$ cat config.mk
export PLATFORM = sky130hd
export DESIGN_NAME = fifo_rd_stream
export DESIGN_NICKNAME = d
export VERILOG_FILES = /design/src/rtl/fifo_rd_stream.sv
export SDC_FILE = /design/constraint.sdc
export NUM_CORES = 1
export LEC_CHECK = 0
export ABC_AREA = 1
export BUFFER_PORTS_ARGS = -buffer_cell sky130_fd_sc_hd__buf_2
export CAP_MARGIN = 30
export CORE_MARGIN = 2
export CORE_UTILIZATION = 45
export DETAILED_ROUTE_END_ITERATION = 6
export GPL_TIMING_DRIVEN = 0
export PLACE_DENSITY = 0.62
export SYNTH_ARGS = -nofsm -noshare
export SYNTH_HDL_FRONTEND = slang
export SYNTH_SLANG_ARGS = --single-unit
$ cat constraint.sdc
create_clock -name rd_clk -period 2 [get_ports rd_clk]
set_input_delay 0.1 -clock rd_clk [delete_from_list [all_inputs] [get_ports rd_clk]]
set_output_delay 0.1 -clock rd_clk [all_outputs]
set_load 0.02 [all_outputs]
$ cat src/rtl/fifo_rd_stream.sv
// fifo_rd_stream: read-side drain engine for async_fifo (rd_clk domain).
// Pops words from the FIFO read port, absorbs the FIFO's one-cycle registered
// read latency in a 3-entry skid buffer and presents them as a valid/ready
// stream. m_last flags the final word of each PKT_LEN-word packet.
// The pop request depends only on registered state and fifo_empty, so there
// is no combinational path from m_ready to fifo_rd_en.
// Optional feature macro: RD_STREAM_STATS_EN adds the word_cnt and err_sticky outputs.
module fifo_rd_stream #(
    parameter int WIDTH   = 8,
    parameter int PKT_LEN = 4
) (
    input  logic             rd_clk,
    input  logic             rstn,
    output logic             fifo_rd_en,
    input  logic [WIDTH-1:0] fifo_rd_data,
    input  logic             fifo_empty,
    input  logic             fifo_almost_empty,
    input  logic             fifo_underflow,
    output logic             m_valid,
    output logic [WIDTH-1:0] m_data,
    output logic             m_last,
    input  logic             m_ready,
    output logic             busy,
`ifdef RD_STREAM_STATS_EN
    output logic [15:0]      word_cnt,
    output logic             err_sticky,
`endif
    output logic             low_water
);

    typedef enum logic [1:0] {
        IDLE      = 2'b00,
        FETCH     = 2'b01,
        STALL     = 2'b10,
        IDLE_HOLD = 2'b11
    } state_t;

    localparam logic [7:0] LAST_IDX = 8'(PKT_LEN - 1);

    state_t           state_r;
    state_t           state_nxt_s;
    logic [WIDTH-1:0] skid_r [3];
    logic [1:0]       head_r;
    logic [1:0]       tail_r;
    logic [1:0]       occ_r;
    logic             inflight_r;
    logic             run_r;
    logic [7:0]       pkt_cnt_r;
    logic             low_water_r;
    logic [2:0]       fill_s;
    logic             pop_s;

    // Circular pointer advance over the three skid slots.
    function automatic logic [1:0] next_ptr(input logic [1:0] p);
        return (p == 2'd2) ? 2'd0 : p + 2'd1;
    endfunction

    // Slots already held plus the word the FIFO is about to return.
    assign fill_s  = {1'b0, occ_r} + {2'b00, inflight_r};
    assign m_valid = (occ_r != 2'd0);
    assign m_data  = skid_r[head_r];
    assign m_last  = m_valid && (pkt_cnt_r == LAST_IDX);
    assign pop_s   = m_valid && m_ready;
    // run_r keeps pops off until the first edge after reset release.
    assign fifo_rd_en = run_r && !fifo_empty && (fill_s < 3'd3) && (state_r != IDLE_HOLD);
    assign busy      = (state_r == FETCH) || (state_r == STALL);
    assign low_water = low_water_r;

    // State register plus pop enable and low-water flag.
    always_ff @(posedge rd_clk or negedge rstn) begin
        if (!rstn) begin
            state_r     <= IDLE;
            run_r       <= 1'b0;
            low_water_r <= 1'b0;
            inflight_r  <= 1'b0;
        end else begin
            state_r     <= state_nxt_s;
            run_r       <= 1'b1;
            low_water_r <= fifo_almost_empty;
            inflight_r  <= fifo_rd_en;
        end
    end

    // Next-state decode; the reserved encoding falls back to IDLE.
    always_comb begin
        state_nxt_s = state_r;
        case (state_r)
            IDLE: begin
                if (!fifo_empty) begin
                    state_nxt_s = FETCH;
                end else begin
                    state_nxt_s = IDLE;
                end
            end
            FETCH: begin
                if ((fill_s == 3'd3) && !m_ready) begin
                    state_nxt_s = STALL;
                end else if (fifo_empty && (occ_r == 2'd0) && !inflight_r) begin
                    state_nxt_s = IDLE;
                end else begin
                    state_nxt_s = FETCH;
                end
            end
            STALL: begin
                if (m_ready && m_valid) begin
                    state_nxt_s = FETCH;
                end else begin
                    state_nxt_s = STALL;
                end
            end
            default: state_nxt_s = IDLE;
        endcase
    end

    // Skid buffer: capture returning FIFO data at the tail, pop at the head.
    always_ff @(posedge rd_clk or negedge rstn) begin
        if (!rstn) begin
            for (int i = 0; i < 3; i++) begin
                skid_r[i] <= '0;
            end
            head_r <= 2'd0;
            tail_r <= 2'd0;
            occ_r  <= 2'd0;
        end else begin
            if (inflight_r) begin
                skid_r[tail_r] <= fifo_rd_data;
                tail_r         <= next_ptr(tail_r);
            end
            if (pop_s) begin
                head_r <= next_ptr(head_r);
            end
            case ({inflight_r, pop_s})
                2'b10:   occ_r <= occ_r + 2'd1;
                2'b01:   occ_r <= occ_r - 2'd1;
                default: occ_r <= occ_r;
            endcase
        end
    end

    // Packet position counter, advanced by each accepted word.
    always_ff @(posedge rd_clk or negedge rstn) begin
        if (!rstn) begin
            pkt_cnt_r <= 8'd0;
        end else if (pop_s) begin
            if (pkt_cnt_r == LAST_IDX) begin
                pkt_cnt_r <= 8'd0;
            end else begin
                pkt_cnt_r <= pkt_cnt_r + 8'd1;
            end
        end
    end

`ifdef RD_STREAM_STATS_EN
    logic [15:0] word_cnt_r;
    logic        err_sticky_r;

    assign word_cnt   = word_cnt_r;
    assign err_sticky = err_sticky_r;

    // Delivered-word count and sticky underflow flag.
    always_ff @(posedge rd_clk or negedge rstn) begin
        if (!rstn) begin
            word_cnt_r   <= 16'd0;
            err_sticky_r <= 1'b0;
        end else begin
            if (pop_s) begin
                word_cnt_r <= word_cnt_r + 16'd1;
            end
            if (fifo_underflow) begin
                err_sticky_r <= 1'b1;
            end
        end
    end
`else
    logic unused_underflow_s;
    assign unused_underflow_s = fifo_underflow;
`endif

endmodule

==> out/qor.yml <==
pre_cts_slack_ns: 0.209
gp_congestion: 0.777
r2r-start: "occ_r[0]$_DFFE_PN0P_"
ys_seq_area_share_pct: 49.2
clk_pin_slew_worst_paths_ns: 0.08
critPathMaxFanout: 7
crit_arrival_ns: 1.76
grt_max_degree: 40
cts_made_buffers: 5
syn_inst: 249
cp_cell_sequence: "ha_1, ha_1, nand2_1, inv_1, nor4_4, buf_2"
drv_slew: 0
fin_crit_sh_pct: 93.2
clock_latency_ns: 0.30
start_kind: "flop"
routed_via_density: 4.99
ys_warn_count: 0
nets: 306
path_buf_inv: 2
dieArea_sq_um: 5430
syn_to_final_growth_pct: 15.3
grt_pass1_vias: 1676
max_slew_margin_pct: 47.1
setup_viol: 0
setup.worst_path.end_class: "output pin"
cap_violations: 0
antenna_found_initial: 0
num_io_pins: 27
syn_nets: 271
cts_tree: "built"
slowest_stage: "dfrtp_2"
r2r_slack_ns: 0.29
grt_first_pass_wirelength_um: 7600
overflow: 0
period_minus_slack_ns: 1.86
power_leakage_nw: 1.29
layout-drive-gt1-share_pct: 24.2
clockBufferDepth: 2
die_x_um: 73.7
skew_ns: 0.00951
wirelength_um: 4420
synth.cell_area_sq_um: 2190
r2r-end: "occ_r[1]$_DFFE_PN0P_"
crit_path_start: "inflight_r$_DFF_PN0_"
start_util_pct: 46.6
synth-seq-cells: 43
io_buffers: 25
final_cell_mix: "nand2_1 (83), dfrtp_1 (42), inv_1 (30), buf_2 (25), o21ai_2 (24)"
cpPeakStageDelay_ns: 0.49
dr.pass1.iters: 4
syn_area_per_cell_sq_um: 8.78
hold_ws_ns: 0.107
dr_total_vias: 1692
final_hold_viol_count: 0
tightest_slew_ns: 0.791
place_hpwl_um: 3090
final_common_cell: "nand2_1"
cp-endpoint: "fifo_rd_en"
fp.coreArea_sq_um: 4690
post_cts_buffers: 0
cts_root_buf: "clkbuf_8"
rows: 25
crit_type: "reg2out"
required_ns: 1.90
wire_per_inst_um: 13.0
max-vdd-ir-drop_uv: 623
fmax_mhz: 537
path_depth: 6
drtIter0Drc: 110
fp.dieH_um: 73.7
n_antenna_cell: 0
ant_nets: 0
finalSetupTns_ns: 0
power.density_nw_per_um2: 1540
htree_levels: 2
synth_cell_types: 22
drc: 0
cts.sinks: 43
status: "completed"
rsz0062_at_grt: "no"
path_common_cell: "ha_1"
setup_slack_ns: 0.136
r2r_cells: 7
worstHoldPathType: "in2reg"
track_usage_pct: 18.4
crit_family: "flip-flops"
==> logic make-up after synthesis <==
| logic type | count (synthesis) | share of synthesized area (%) |
|---|---|---|
| AND/OR/NAND/NOR | 125 | 25.6 |
| buffers and inverters | 35 | 7.21 |
| flip-flops | 43 | 49.2 |
| adder cells (fa/ha/maj) | 8 | 4.58 |
| other | 1 | 0.171 |
| AO/OA/AOI/OAI | 33 | 11.7 |
| XOR/XNOR | 4 | 1.60 |
==> power by group <==
group	total (W)	switching [W]	internal (W)
Clock	0.000540	0.000296	0.000244
Sequential	0.00156	0.000292	0.00127
Combinational	0.00179	0.00112	0.000667
Total	0.00389	0.00171	0.00218
==> area by class of cell <==
type | instances | area [sq um]
tap | 54 | 67.6
sequential | 43 | 1080
fill | 442 | 2170
buffer | 4 | 41.3
clock buffer | 6 | 72.6
timing repair buffer | 28 | 165
inverter | 31 | 116
multi-input combinational | 171 | 968
clock inverter | 2 | 12.5
==> cell usage after synthesis <==
cell type / count / area share (%)
nor2_4: 1 / 0.51
ha_1: 8 / 4.6
a21oi_1: 3 / 0.69
nand2_1: 83 / 14
inv_2: 1 / 0.17
buf_6: 3 / 1.5
conb_1: 1 / 0.17
nand4_1: 2 / 0.57
buf_4: 1 / 0.34
nor4_1: 1 / 0.29
nand3_1: 19 / 4.3
nor3_1: 3 / 0.69
nor2_2: 1 / 0.29
inv_1: 30 / 5.1
o21ai_2: 24 / 9.6
nor2_1: 11 / 1.9
nand3_4: 3 / 2.4
dfrtp_1: 43 / 49
o21ai_0: 6 / 1.4
xor2_1: 3 / 1.2
xnor2_1: 1 / 0.40
nand3b_1: 1 / 0.34
==> tightest hold or removal path, delay by kind of cell <==
family / cells / cell delay (ns)
AO/OA/AOI/OAI: 1 / 0.13
buffers and inverters: 2 / 0.14
==> flip-flops by register name, indices dropped and copies added, names as in the netlist <==
signal      count
tail_r          2
skid_r         24
head_r          2
inflight_r      1
occ_r           2
run_r           1
state_r         2
low_water       1
pkt_cnt_r       8
==> timing repair <==
action | in CTS | in global routing
cloned | 0 | 0
endpoints found under the hold margin | 44 | 0
setup endpoints to repair | 1 | 1
gates resized for setup | 2 | 1
hold buffers | 2 | 0
==> layer usage <==
layer	global-route usage (%)	vias to the layer above	part of all wire [%]
met5	0	-	0
met4	6.67	0	1.5
met3	5.08	7	3.8
met2	29.6	30	47
met1	23.9	794	47
li1	-	861	-
==> per-stage QoR <==
stage | utilization [%] | area (sq um) | total power, W | cells
floorplan | - | 2190 | 0.00286 | 249
global placement | 50.7 | 2380 | 0.00329 | 328
detailed placement | 51.1 | 2400 | 0.00336 | 329
CTS | 53.5 | 2510 | 0.00392 | 339
global route | 53.7 | 2520 | 0.00423 | 339
finish | 53.7 | 2520 | 0.00389 | 339
==> worst min-delay path by stage <==
stage,depth (start not counted),startpoint,end
floorplan,0,rstn,head_r[0]$_DFFE_PN0P_
global placement,1,fifo_almost_empty,low_water$_DFF_PN0_
detailed placement,1,rstn,occ_r[1]$_DFFE_PN0P_
CTS,4,fifo_empty,inflight_r$_DFF_PN0_
global route,3,fifo_rd_data[1],skid_r[1]$_DFFE_PN0P_
finish,3,fifo_rd_data[1],skid_r[1]$_DFFE_PN0P_
Power figures use the tool's default switching activity.
